--- config.mk ---
export PLATFORM = sky130hd
export DESIGN_NAME = uart_rx_pkt_ctrl
export DESIGN_NICKNAME = d
export VERILOG_FILES = /design/src/rtl/uart_rx_pkt_ctrl.sv
export SDC_FILE = /design/constraint.sdc
export NUM_CORES = 1
export LEC_CHECK = 0
export CORE_MARGIN = 1.5
export CORE_UTILIZATION = 50
export CTS_CLUSTER_SIZE = 30
export DETAILED_ROUTE_END_ITERATION = 10
export PLACE_DENSITY_LB_ADDON = 0.25
export SYNTH_ARGS = -nofsm -noshare
export SYNTH_HDL_FRONTEND = slang
export SYNTH_SLANG_ARGS = --single-unit
--- constraint.sdc ---
create_clock -name clk -period 7.55 [get_ports clk]
set_input_delay 1.51 -clock clk [delete_from_list [all_inputs] [get_ports clk]]
set_output_delay 1.51 -clock clk [all_outputs]
set_load 0.005 [all_outputs]
--- src/rtl/uart_rx_pkt_ctrl.sv ---
// Packet controller behind the UART receiver.
// Parses SYNC/ADDR/LEN/payload/checksum frames from the receiver's level-valid byte stream.
// The payload is buffered and written to the register file only after the checksum matches.
module uart_rx_pkt_ctrl #(
   parameter logic [7:0]  SYNC_BYTE = 8'hA5,
   parameter int unsigned MAX_LEN   = 16,
   parameter int unsigned TIMEOUT   = 2048
) (
   input  logic       clk,
   input  logic       n_rst,
   input  logic       rx_valid,
   input  logic [7:0] rx_data,
   output logic       wr_en,
   output logic [7:0] wr_addr,
   output logic [7:0] wr_data,
   output logic       pkt_done,
   output logic       pkt_err,
   output logic [1:0] err_code,
   output logic       busy
);

   localparam int unsigned IW       = (MAX_LEN > 1) ? $clog2(MAX_LEN) : 1;
   localparam int unsigned TW       = (TIMEOUT > 1) ? $clog2(TIMEOUT) : 1;
   localparam logic [TW-1:0] TMO_LAST = TW'(TIMEOUT - 1);
   localparam logic [8:0]    MAX_LEN9 = 9'(MAX_LEN);

   typedef enum logic [2:0] {
      S_IDLE,
      S_ADDR,
      S_LEN,
      S_PAYLOAD,
      S_CHK,
      S_COMMIT
   } state_t;

   state_t        state, state_n;
   logic          rx_valid_q;
   logic          byte_ev;
   logic          in_pkt;
   logic [7:0]    base_q, base_n;
   logic [8:0]    len_q, len_n;
   logic [8:0]    idx_q, idx_n;
   logic [7:0]    chk_q, chk_n;
   logic [TW-1:0] tmo_q, tmo_n;
   logic          wr_en_n, pkt_done_n, pkt_err_n;
   logic [7:0]    wr_addr_n, wr_data_n;
   logic [1:0]    err_code_n;
   logic          buf_we;
   logic [7:0]    pbuf [MAX_LEN];

   assign byte_ev = rx_valid & ~rx_valid_q;
   assign in_pkt  = (state == S_ADDR) || (state == S_LEN) ||
                    (state == S_PAYLOAD) || (state == S_CHK);

   // State, parser context and all outputs are registered here.
   always_ff @(posedge clk or negedge n_rst) begin
      if (!n_rst) begin
         state      <= S_IDLE;
         rx_valid_q <= 1'b0;
         base_q     <= '0;
         len_q      <= '0;
         idx_q      <= '0;
         chk_q      <= '0;
         tmo_q      <= '0;
         wr_en      <= 1'b0;
         wr_addr    <= '0;
         wr_data    <= '0;
         pkt_done   <= 1'b0;
         pkt_err    <= 1'b0;
         err_code   <= '0;
         busy       <= 1'b0;
      end else begin
         state      <= state_n;
         rx_valid_q <= rx_valid;
         base_q     <= base_n;
         len_q      <= len_n;
         idx_q      <= idx_n;
         chk_q      <= chk_n;
         tmo_q      <= tmo_n;
         wr_en      <= wr_en_n;
         wr_addr    <= wr_addr_n;
         wr_data    <= wr_data_n;
         pkt_done   <= pkt_done_n;
         pkt_err    <= pkt_err_n;
         err_code   <= err_code_n;
         busy       <= (state_n != S_IDLE);
      end
   end

   // Payload buffer; contents are meaningless until a full payload has been captured.
   always_ff @(posedge clk) begin
      if (buf_we) begin
         pbuf[idx_q[IW-1:0]] <= rx_data;
      end
   end

   // Next-state and next-output decode; a timeout only fires when no byte arrives that cycle.
   always_comb begin
      state_n    = state;
      base_n     = base_q;
      len_n      = len_q;
      idx_n      = idx_q;
      chk_n      = chk_q;
      tmo_n      = tmo_q;
      wr_en_n    = 1'b0;
      wr_addr_n  = wr_addr;
      wr_data_n  = wr_data;
      pkt_done_n = 1'b0;
      pkt_err_n  = 1'b0;
      err_code_n = err_code;
      buf_we     = 1'b0;

      if (byte_ev) begin
         tmo_n = '0;
      end else if (in_pkt) begin
         tmo_n = tmo_q + 1'b1;
      end

      if (in_pkt && !byte_ev && (tmo_q == TMO_LAST)) begin
         pkt_err_n  = 1'b1;
         err_code_n = 2'b11;
         tmo_n      = '0;
         state_n    = S_IDLE;
      end else begin
         case (state)
            S_IDLE: begin
               if (byte_ev && (rx_data == SYNC_BYTE)) begin
                  state_n = S_ADDR;
               end
            end
            S_ADDR: begin
               if (byte_ev) begin
                  base_n  = rx_data;
                  state_n = S_LEN;
               end
            end
            S_LEN: begin
               if (byte_ev) begin
                  if ((rx_data == 8'd0) || ({1'b0, rx_data} > MAX_LEN9)) begin
                     pkt_err_n  = 1'b1;
                     err_code_n = 2'b01;
                     state_n    = S_IDLE;
                  end else begin
                     len_n   = {1'b0, rx_data};
                     chk_n   = base_q ^ rx_data;
                     idx_n   = '0;
                     state_n = S_PAYLOAD;
                  end
               end
            end
            S_PAYLOAD: begin
               if (byte_ev) begin
                  buf_we = 1'b1;
                  chk_n  = chk_q ^ rx_data;
                  idx_n  = idx_q + 9'd1;
                  if ((idx_q + 9'd1) == len_q) begin
                     state_n = S_CHK;
                  end
               end
            end
            S_CHK: begin
               if (byte_ev) begin
                  if (rx_data == chk_q) begin
                     idx_n   = '0;
                     state_n = S_COMMIT;
                  end else begin
                     pkt_err_n  = 1'b1;
                     err_code_n = 2'b10;
                     state_n    = S_IDLE;
                  end
               end
            end
            S_COMMIT: begin
               // Incoming bytes are ignored here; only the write sequence advances.
               if (idx_q != len_q) begin
                  wr_en_n   = 1'b1;
                  wr_addr_n = base_q + idx_q[7:0];
                  wr_data_n = pbuf[idx_q[IW-1:0]];
                  idx_n     = idx_q + 9'd1;
               end else begin
                  pkt_done_n = 1'b1;
                  state_n    = S_IDLE;
               end
            end
            default: begin
               state_n = S_IDLE;
            end
         endcase
      end
   end

endmodule

==> results of run 1 <==
-- cell usage in the layout, fill, tap and decap left out, types with 8 or more instances in the layout --
| cell type | n |
|---|---|
| sky130_fd_sc_hd__nand2_1 | 62 |
| sky130_fd_sc_hd__dfrtp_1 | 69 |
| sky130_fd_sc_hd__o31ai_1 | 16 |
| sky130_fd_sc_hd__xor2_1 | 17 |
| sky130_fd_sc_hd__nor2_1 | 53 |
| sky130_fd_sc_hd__o21ai_0 | 37 |
| sky130_fd_sc_hd__ha_1 | 13 |
| sky130_fd_sc_hd__nand3_1 | 10 |
| sky130_fd_sc_hd__inv_1 | 19 |
| sky130_fd_sc_hd__clkdlybuf4s50_1 | 31 |
| sky130_fd_sc_hd__o22ai_1 | 8 |
| sky130_fd_sc_hd__a21oi_1 | 11 |
| sky130_fd_sc_hd__edfxtp_1 | 128 |
| sky130_fd_sc_hd__xnor2_1 | 14 |
| sky130_fd_sc_hd__clkbuf_16 | 18 |
| sky130_fd_sc_hd__mux4_2 | 40 |
| sky130_fd_sc_hd__nand2b_1 | 12 |
-- per-layer routing --
| layer | part of all wire (%) | routed length [microns] | track usage [%] |
|---|---|---|---|
| met1 | 43 | 8591 | 30.94 |
| met2 | 48 | 9679 | 36.26 |
| met3 | 6.9 | 1383 | 5.335 |
| met4 | 1.8 | 368 | 9.123 |
| met5 | 0 | 0 | 0 |
-- power breakdown --
part | switching (mW) | internal (mW) | total [mW]
clock | 0.430 | 0.467 | 0.897
sequential | 0.0574 | 1.20 | 1.25
combinational | 0.166 | 0.134 | 0.300
total | 0.654 | 1.80 | 2.45
-- cells by family after synthesis --
| logic type | count (synthesis) | synth area share (%) |
|---|---|---|
| AO/OA/AOI/OAI | 116 | 9.220 |
| adder cells (fa/ha/maj) | 14 | 2.024 |
| buffers and inverters | 51 | 2.412 |
| multiplexers | 45 | 10.58 |
| flip-flops | 198 | 62.00 |
| AND/OR/NAND/NOR | 197 | 10.76 |
| XOR/XNOR | 31 | 3.008 |
-- flip-flops by register name, indices dropped and copies added (netlist names) --
signal and cells:
base_q 8, busy 1, chk_q 8, err_code 2, idx_q 9, len_q 8
pbuf 128, pkt_done 1, pkt_err 1, rx_valid_q 1, state 3, tmo_q 11
wr_addr 8, wr_data 8, wr_en 1
-- metrics by stage --
step	power, mW	util (%)
floorplan	1.466	-
global placement	1.560	54.67
detailed placement	1.571	54.67
CTS	2.458	58.06
global route	2.539	58.06
finish	2.451	58.06
-- final cells by class --
class | count | area, sq um | share of cell area (%)
tap | 225 | 281.5 | 2.774
sequential | 198 | 5597 | 55.15
multi-input combinational | 403 | 3237 | 31.90
inverter | 19 | 71.32 | 0.7028
clock inverter | 13 | 128.9 | 1.270
timing repair buffer | 39 | 367.9 | 3.625
clock buffer | 19 | 464.2 | 4.575
-- worst register-to-register path, stage by stage, from the launching register on --
cell                      delay, ns
sky130_fd_sc_hd__dfrtp_1       0.54
sky130_fd_sc_hd__nor2b_1       0.74
sky130_fd_sc_hd__nand2_1       0.54
sky130_fd_sc_hd__nor2_1        0.51
sky130_fd_sc_hd__nand2_1       0.21
sky130_fd_sc_hd__nor2_1        0.85
-- how the worst max path moves through the flow --
stage | endpoint | cells after the start
after floorplan | idx_q[3] | 6
after global routing | busy | 6
after detailed placement | busy | 6
after CTS | busy | 6
after global placement | idx_q[2] | 7
final | idx_q[5] | 7
==> summary.md, run 1 <==
| Metric | Value |
|---|---|
| Post-Route Skew | `0.01434 ns` |
| Final antenna diode count | `0` |
| Endpoint class of the critical path | `flop` |
| Seq cells post-synth | `198` |
| DRC violation count after routing | `0` |
| Placed cell count | `884` |
| Synthesized netlist cell count | `652` |
| Worst R2R Setup Slack | `3.77 ns` |
| Tcrit/Tclk final | `52.08%` |
| Summed instance area of the synthesized netlist | `9025 sq um` |
| Number of hold violations in the final report | `0` |
| Last weighted congestion value of the routability-driven placer | `0.8512` |
| I/O pin cnt | `33` |
| Vias after detailed routing | `5639` |
| Largest net degree at the start of global routing | `71` |
| Total of buffers placed on input and output ports | `32` |
| Number of flops mapped to enable cells by yosys | `128` |
| Remaining antenna violation count | `0` |
| Global-route wire length before repair | `31150 microns` |
| Area of the placeable core | `17480 sq um` |
| Non-filler cells in the finished layout | `916` |
| Worst stage delay on the critical path | `0.84 ns` |
| Portion of synthesized cell area occupied by the leading cell type | `42.59%` |
| Number of DRC markers after the initial detailed-route iteration | `464` |
| Max-cap violation count | `0` |
| Logic depth of the worst register-to-register path | `5` |
| Startpoint type of the worst setup path | `input port` |
| Quantity of gates resized following cts | `0` |
| Net count after synthesis | `677` |
| Kind of path behind the tightest hold check | `reg2reg` |
| CP Cell Sequence | `clkdlybuf4s50_1 -> xor2_1 -> nor4_1 -> a311oi_1 -> a22o_1 -> o31ai_1 -> o41ai_1` |
| Worst-Margin Slew | `1.071 ns` |
| Global-route congestion overflow total | `0` |
| Post-cts hold buffer count | `0` |
| Die height | `137.4 microns` |
| Critical path startpoint | `rx_data[6]` |
| Clock tree from TritonCTS | `yes` |
| Number of vias per cell | `6.156` |
| Largest fanout on the critical path | `19` |
| H-tree lvl count | `4` |
| Type of the setup path with the least slack | `in2reg` |
| Horiz. Die Dim | `137.4 microns` |
| Maximum clock frequency | `254.3 MHz` |
| Worst path bufs/invs | `1` |
| Number of global-route vias before repair | `5615` |
| Cell area reported after detailed placement | `9554 sq um` |
| Number of antenna violations at the first check in global routing | `0` |
| Worst ir drop on vdd | `0.1250 mV` |
| Clk buf depth | `2` |
| Dominant delay contributor by cell family on the critical path | `compound AO/OA/AOI/OAI gates` |
| Library cell contributing the largest single delay on the critical path | `sky130_fd_sc_hd__clkdlybuf4s50_1` |
| Setup repair after global routing missed its margin | `false` |
| Async set-reset flop share out of synthesis | `35.35%` |
| Detailed Routing Iterations Pass 1 | `5` |
| Fraction of layout cells with a size suffix above 1 | `14.91%` |
| Most common flop cell mapped by yosys | `sky130_fd_sc_hd__edfxtp_1` |
| Worst hold stages | `2` |
| Most common cell in the netlist | `sky130_fd_sc_hd__edfxtp_1` |
| Half-perimeter wire length after placement | `12910 microns` |
| Overall track demand over capacity in global routing | `22.92%` |
| Initial Util | `51.64%` |
| Post-route setup slack | `3.618 ns` |
| Mean instance size in the synthesized netlist | `13.84 sq um` |
| Finish-stage setup viols | `0` |
| Die area | `18870 sq um` |
| CP arrival | `4.24 ns` |
| Clock latency on the worst-skew pair | `0.45 ns` |
| Leak pwr | `3.704 nW` |
| CTS root buf | `sky130_fd_sc_hd__clkbuf_16` |
| Post-CTS setup repair buffer count | `0` |
| Number of cell rows | `48` |
| Final wirelength | `20020 microns` |
| WL/cell | `21.86 microns` |
| Post-synthesis sequential area ratio | `62.00%` |
| Nets@finish | `703` |
| Final-layout setup total negative slack | `0 ns` |
| Warnings, synthesis | `0` |
| WHS | `0.4756 ns` |
| Area of all placed cells without fillers | `10150 sq um` |
| Power per unit of standard cell area | `241.5 nW/um^2` |
| Clock period minus worst slack | `3.932 ns` |
| Leading cell types by total area after synthesis | `sky130_fd_sc_hd__edfxtp_1 43%, sky130_fd_sc_hd__dfrtp_1 19%, sky130_fd_sc_hd__mux4_2 10%, sky130_fd_sc_hd__nand2_1 2.6%, sky130_fd_sc_hd__nor2_1 2.2%` |
| Filler cells | `1358` |
| Reg2reg end | `pbuf[7][3]` |
| Startpoint of the worst register-to-register path | `state[2]` |
| Run status | `complete, no violations` |
| Start point of the worst min-delay path | `wr_addr[0]` |
| Synth cell count leaders | `128 x sky130_fd_sc_hd__edfxtp_1, 70 x sky130_fd_sc_hd__dfrtp_1, 62 x sky130_fd_sc_hd__nand2_1` |
| Distinct cells, synth | `69` |
| CTS clock-pin slew for the worst setup and hold paths | `0.07 ns` |
| Data required time of the worst path | `7.86 ns` |
| Remaining max-slew budget at the tightest pin | `28.32%` |
| Pre-CTS setup slack | `3.216 ns` |
| Sinks on the clock net | `198` |
| Number of max-slew violations in the final report | `0` |
| Cell taking the most area after synthesis | `sky130_fd_sc_hd__edfxtp_1` |
| End point of the most critical hold path | `wr_addr[0]` |
| Area Growth Syn to Fin | `12.44%` |
| CTS buffer count | `17` |
No activity file was read; power rests on OpenSTA's default activity.
==> run 2: changes to the inputs <==
clock period = 3.3 ns   (was 7.55 ns; I/O delays follow)
==> run 2 against run 1 <==
  * Critical path depth stayed put
  * First-iteration DRC count grew 63%
  * Via count rose by 1.5%
  * Largest power group unchanged
==> summary.md, run 2 (synthesized netlist as in run 1, its figures left out) <==
| Metric | Value |
|---|---|
| Run status | `complete, no violations` |
| Fraction of layout cells with a size suffix above 1 | `18.07% (+3.2 points)` |
| Nets@finish | `737 (+4.8%)` |
| Number of flip-flops in the largest register | `128 (unchanged)` |
| Number of global-route vias before repair | `5461 (-2.7%)` |
| Setup repair after global routing missed its margin | `false` |
| Area Growth Syn to Fin | `14.71%` |
| Global-route wire length before repair | `31130 microns (about the same)` |
| Placed cell count | `918 (+3.8%)` |
| WL/cell | `20.44 microns (-6.5%)` |
| Overall track demand over capacity in global routing | `22.48% (-0.45 points)` |
| Remaining max-slew budget at the tightest pin | `40.13% (+12 points)` |
| Initial Util | `51.64% (unchanged)` |
| Area of the placeable core | `17480 sq um (unchanged)` |
| Number of DRC markers after the initial detailed-route iteration | `755 (+63%)` |
| Last weighted congestion value of the routability-driven placer | `0.8554 (+0.49%)` |
| Final antenna diode count | `0 (unchanged)` |
| Startpoint type of the worst setup path | `input port` |
| Largest net degree at the start of global routing | `71 (unchanged)` |
| Post-Route Skew | `0.008804 ns (-0.005537 ns)` |
| H-tree lvl count | `4 (unchanged)` |
| Total of buffers placed on input and output ports | `32 (unchanged)` |
| Number of cell rows | `48 (unchanged)` |
| Worst ir drop on vdd | `0.4361 mV (+250%)` |
| Post-CTS setup repair buffer count | `0 (unchanged)` |
| Finish-stage setup viols | `0 (unchanged)` |
| Die area | `18870 sq um (unchanged)` |
| Startpoint of the worst register-to-register path | `state[1]` |
| Half-perimeter wire length after placement | `13480 microns (+4.4%)` |
| CTS clock-pin slew for the worst setup and hold paths | `0.07 ns (about the same)` |
| Non-filler cells in the finished layout | `950 (+3.7%)` |
| Vias after detailed routing | `5722 (+1.5%)` |
| Final wirelength | `19410 microns (-3.0%)` |
| Tcrit/Tclk final | `82.09%` |
| Die height | `137.4 microns (unchanged)` |
| Area of all placed cells without fillers | `10350 sq um (+2.0%)` |
| DRC violation count after routing | `0 (unchanged)` |
| Number of hold violations in the final report | `0 (unchanged)` |
| Critical path startpoint | `rx_data[1]` |
| Power per unit of standard cell area | `540.4 nW/um^2 (+120%)` |
| Finished Core Util | `59.24% (+1.2 points)` |
| I/O pin cnt | `33 (unchanged)` |
| Clock period minus worst slack | `2.709 ns` |
| Quantity of gates resized following cts | `0 (unchanged)` |
| Detailed Routing Iterations Pass 1 | `5 (unchanged)` |
| Number of max-slew violations in the final report | `0 (unchanged)` |
| Horiz. Die Dim | `137.4 microns (unchanged)` |
| Endpoint class of the critical path | `flop` |
| Post-cts hold buffer count | `0 (unchanged)` |
| Most common library cell in the layout ignoring fill and taps | `sky130_fd_sc_hd__edfxtp_1` |
| Data required time of the worst path | `3.61 ns (-4.25 ns)` |
| Clock tree from TritonCTS | `yes` |
| CTS root buf | `sky130_fd_sc_hd__clkbuf_16` |
| Clk buf depth | `2 (unchanged)` |
| Maximum clock frequency | `369.1 MHz` |
| Combined area of the multi-input logic cells | `3212 sq um (-0.77%)` |
| CTS buffer count | `17 (unchanged)` |
| Post-route setup slack | `0.5909 ns (-3.027 ns)` |
| Pre-CTS setup slack | `0.1181 ns (-3.098 ns)` |
| Kind of path behind the tightest hold check | `in2async` |
| Max-cap violation count | `0 (unchanged)` |
| Type of the setup path with the least slack | `in2reg` |
| Worst-Margin Slew | `0.8980 ns (-0.1732 ns)` |
| Clock latency on the worst-skew pair | `0.44 ns (about the same)` |
| Number of vias per cell | `6.023 (-2.2%)` |
| Number of antenna violations at the first check in global routing | `0 (unchanged)` |
| Final-layout setup total negative slack | `0 ns (unchanged)` |
| Sequential cell area in the final layout | `5597 sq um (unchanged)` |
| Leak pwr | `3.843 nW (+3.8%)` |
| Filler cells | `1316 (-3.1%)` |
| Largest fanout on the critical path | `8 (-11)` |
| Global-route congestion overflow total | `0 (unchanged)` |
| Sinks on the clock net | `198 (unchanged)` |
| Most frequent cells in the layout | `128 x sky130_fd_sc_hd__edfxtp_1, 69 x sky130_fd_sc_hd__dfrtp_1, 62 x sky130_fd_sc_hd__nand2_1` |
| CP arrival | `3.02 ns (-1.22 ns)` |
| Cell area reported after detailed placement | `9784 sq um (+2.4%)` |
| Remaining antenna violation count | `0 (unchanged)` |
## run 2: worst max-delay path, stage by stage
cell and delay, ns:
sky130_fd_sc_hd__clkdlybuf4s50_1 0.46, sky130_fd_sc_hd__nor4_2 0.40, sky130_fd_sc_hd__xnor2_1 0.30, sky130_fd_sc_hd__a21oi_4 0.17, sky130_fd_sc_hd__a2111o_2 0.59, sky130_fd_sc_hd__o31ai_1 0.31, sky130_fd_sc_hd__o21ai_0 0.12
## run 2: metal layers
layer	GRT usage [%]	up-vias	wire length [microns]	part of all wire, %
met5	0	-	0	0
met4	6.140	0	279	1.4
met3	4.305	37	970	5.0
met2	35.01	185	9091	47
met1	32.65	2900	9072	47
li1	-	2600	-	-
## run 2: path summary, 6_finish.rpt
path / end / slack [ns] / cells past startpoint
hold / removal: wr_data[0] / 0.42 / 2
max in group asynchronous: idx_q[0] / 2.23 / 2
hold reg to reg: wr_addr[2] / 0.48 / 2
setup reg to reg: pbuf[2][7] / 0.62 / 6
min in group clk: wr_addr[2] / 0.48 / 2
setup / recovery: idx_q[2] / 0.59 / 7
## run 2: through the flow
stage,hold slack [ns],power (mW)
6_report,0.4191,5.594
5_1_grt,0.5029,5.804
4_1_cts,0.4534,5.614
3_5_place_dp,0.4648,3.644
3_3_place_gp,0.4574,3.613
2_1_floorplan,0.3644,3.355
## run 2: cell type report
class | instances | share of cell area [%]
sequential | 198 | 54.06
multi-input combinational | 403 | 31.02
timing repair buffer | 73 | 6.019
clock buffer | 20 | 4.411
tap | 225 | 2.719
clock inverter | 12 | 1.076
inverter | 19 | 0.6889
## run 2: where the power goes
part           leakage (nW)  switching [mW]  internal [mW]
Sequential             2.11           0.153           2.74
Combinational          1.46           0.384          0.330
Clock                 0.275           0.959           1.03
==> run 3: changes to the inputs <==
clock period = 2.74 ns   (was 3.3 ns; I/O delays follow)
==> run 3 against run 2 <==
  * Die area did not move
  * Sequential share of layout area down 1.1 points
  * Critical endpoint is now idx_q[7]
  * Routed wire length up 0.92%
  * Hold slack got worse by 0.21 ns
  * Largest power group unchanged
==> summary.md, run 3 (synthesized netlist as in run 1, its figures left out) <==
| Metric | Value |
|---|---|
| Number of vias per cell | `5.946 (-1.3%)` |
| Area of all placed cells without fillers | `10570 sq um (+2.1%)` |
| Finish-stage setup viols | `0 (unchanged)` |
| Switching portion of total power | `26.61% (-0.14 points)` |
| Number of DRC markers after the initial detailed-route iteration | `487 (-35%)` |
| Remaining max-slew budget at the tightest pin | `42.75% (+2.6 points)` |
| Number of global-route vias before repair | `5819 (+6.6%)` |
| Last weighted congestion value of the routability-driven placer | `0.9114 (+6.5%)` |
| Share of power burned in combinational logic | `13.2% (+0.4 points)` |
| Half-perimeter wire length after placement | `13810 microns (+2.5%)` |
| Tcrit/Tclk final | `91.99%` |
| Number of max-slew violations in the final report | `0 (unchanged)` |
| Leak pwr | `3.973 nW (+3.4%)` |
| Post-cts hold buffer count | `0 (unchanged)` |
| Fraction of layout cells with a size suffix above 1 | `20.80% (+2.7 points)` |
| Global-route wire length before repair | `31930 microns (+2.6%)` |
| Data required time of the worst path | `3.04 ns (-0.57 ns)` |
| Number of antenna violations at the first check in global routing | `0 (unchanged)` |
| Remaining antenna violation count | `0 (unchanged)` |
| Kind of path behind the tightest hold check | `in2async` |
| Clk pwr share | `36.1% (+0.5 points)` |
| Number of cell rows | `48 (unchanged)` |
| Detailed Routing Iterations Pass 1 | `5 (unchanged)` |
| Met2 routed WL | `9157 microns (+0.73%)` |
| Horiz. Die Dim | `137.4 microns (unchanged)` |
| Final antenna diode count | `0 (unchanged)` |
| Worst ir drop on vdd | `0.4950 mV (+14%)` |
| Worst stage delay on the critical path | `0.57 ns (-0.02 ns)` |
| Vias after detailed routing | `5797 (+1.3%)` |
| DRC violation count after routing | `0 (unchanged)` |
| Power per unit of standard cell area | `646.0 nW/um^2 (+20%)` |
| Startpoint of the worst register-to-register path | `idx_q[1]` |
| CP Cell Sequence | `clkdlybuf4s50_1 -> nor4_2 -> buf_4 -> xnor2_1 -> a21oi_4 -> a2111o_2 -> o31ai_1 -> o31ai_1` |
| Area of the placeable core | `17480 sq um (unchanged)` |
| Routed length on met3 | `1204 microns (+24%)` |
| Clock latency on the worst-skew pair | `0.44 ns (about the same)` |
| CTS buffer count | `17 (unchanged)` |
| Max-cap violation count | `0 (unchanged)` |
| Met1 wire length | `8925 microns (-1.6%)` |
| Total of buffers placed on input and output ports | `32 (unchanged)` |
| CTS root buf | `sky130_fd_sc_hd__clkbuf_16` |
| Die area | `18870 sq um (unchanged)` |
| Most frequent cells in the layout | `128 x sky130_fd_sc_hd__edfxtp_1, 69 x sky130_fd_sc_hd__dfrtp_1, 65 x sky130_fd_sc_hd__buf_4` |
| Setup repair after global routing missed its margin | `false` |
| CP arrival | `2.82 ns (-0.20 ns)` |
| Power after layout | `6.830 mW (+22%)` |
| Clock period minus worst slack | `2.521 ns` |
| Die height | `137.4 microns (unchanged)` |
| Critical path startpoint | `rx_data[0]` |
| H-tree lvl count | `4 (unchanged)` |
| Clk buf depth | `2 (unchanged)` |
| Largest fanout on the critical path | `8 (unchanged)` |
| Worst-Margin Slew | `0.8587 ns (-0.03931 ns)` |
| Quantity of gates resized following cts | `0 (unchanged)` |
| Sequential cell fraction of total power | `50.7% (-0.9 points)` |
| Post-CTS setup repair buffer count | `0 (unchanged)` |
| WL/cell | `20.10 microns (-1.7%)` |
| Worst R2R Setup Slack | `0.27 ns (-0.35 ns)` |
| Nets@finish | `762 (+3.4%)` |
| Global-route congestion overflow total | `0 (unchanged)` |
| Run status | `complete, no violations` |
| Endpoint class of the critical path | `flop` |
| Internal Pwr Total | `5.013 mW (+22%)` |
| I/O pin cnt | `33 (unchanged)` |
| Most used cell along the critical path | `sky130_fd_sc_hd__o31ai_1` |
| Type of the setup path with the least slack | `in2reg` |
| Cell area reported after detailed placement | `9985 sq um (+2.0%)` |
| Most common library cell in the layout ignoring fill and taps | `sky130_fd_sc_hd__edfxtp_1` |
| Overall track demand over capacity in global routing | `22.84% (+0.36 points)` |
| Sinks on the clock net | `198 (unchanged)` |
| CTS clock-pin slew for the worst setup and hold paths | `0.08 ns (about the same)` |
| Post-Route Skew | `0.01470 ns (+0.005893 ns)` |
| Power spent charging and discharging nets | `1.817 mW (+21%)` |
| Final wirelength | `19590 microns (+0.92%)` |
| Startpoint type of the worst setup path | `input port` |
| Clock tree from TritonCTS | `yes` |
| Maximum clock frequency | `396.7 MHz` |
| Area Growth Syn to Fin | `17.15%` |
| WHS | `0.2086 ns (-0.2105 ns)` |
| Largest net degree at the start of global routing | `40 (-44%)` |
| Library cell contributing the largest single delay on the critical path | `sky130_fd_sc_hd__a2111o_2` |
| Initial Util | `51.64% (unchanged)` |
| Number of flip-flops in the largest register | `128 (unchanged)` |
| Top metal layer carrying routed signals | `met4` |
| Number of hold violations in the final report | `0 (unchanged)` |
run 3: changes by cell type in the layout (fill, tap and decap cells not counted):
cell,previous run,this run
sky130_fd_sc_hd__buf_12,0,1
sky130_fd_sc_hd__clkinv_8,1,2
sky130_fd_sc_hd__inv_6,4,6
sky130_fd_sc_hd__clkinv_2,1,0
sky130_fd_sc_hd__clkbuf_8,2,0
sky130_fd_sc_hd__inv_8,2,1
sky130_fd_sc_hd__buf_4,41,65
sky130_fd_sc_hd__bufinv_16,0,1
run 3: routing by layer:
metal | vias to the layer above | global-route usage, %
met1 | 2929 | 32.81
li1 | 2647 | -
met2 | 194 | 35.57
met4 | 0 | 7.135
met3 | 27 | 4.341
met5 | - | 0
run 3: per-stage QoR:
step | util [%] | setup TNS (ns) | setup slack [ns] | std cells
detailed placement | 57.13 | -1.370 | -0.1981 | 943
CTS | 60.50 | 0 | 0.2582 | 975
finish | 60.50 | 0 | 0.2194 | 975
floorplan | - | 0 | 0.2003 | 652
global placement | 57.13 | -0.8202 | -0.09930 | 943
global route | 60.50 | 0 | 0.08980 | 975
run 3: final timing paths:
| path | cells past startpoint | end |
|---|---|---|
| worst max register to register | 8 | busy |
| worst min-delay path | 1 | wr_data[1] |
| min in group clk | 2 | wr_data[2] |
| worst max-delay path | 8 | idx_q[7] |
| max in group asynchronous | 2 | tmo_q[1] |
| worst min register to register | 2 | wr_data[2] |
run 3: layout make-up:
cell class | count | area, sq um
Clock buffer | 18 | 429.2
Sequential cell | 198 | 5597
Fill cell | 1286 | 6904
Multi-Input combinational cell | 403 | 3212
Clock inverter | 14 | 158.9
Inverter | 19 | 71.32
Timing Repair Buffer | 98 | 823.3
Tap cell | 225 | 281.5
run 3: critical path, delay by kind of cell:
| kind | cells | cell delay, ns |
|---|---|---|
| buf+inv | 2 | 0.59 |
| xor+xnor | 1 | 0.20 |
| compound gates | 4 | 1.21 |
| simple gates | 1 | 0.28 |
run 3: power groups by stage:
stage | registers [mW] | clock network (mW) | logic, mW
after floorplan | 3.45 | 0 | 0.592
after global placement | 3.52 | 0 | 0.863
after detailed placement | 3.52 | 0 | 0.890
after CTS | 3.46 | 2.50 | 0.903
after global routing | 3.48 | 2.62 | 1.01
final | 3.46 | 2.46 | 0.901
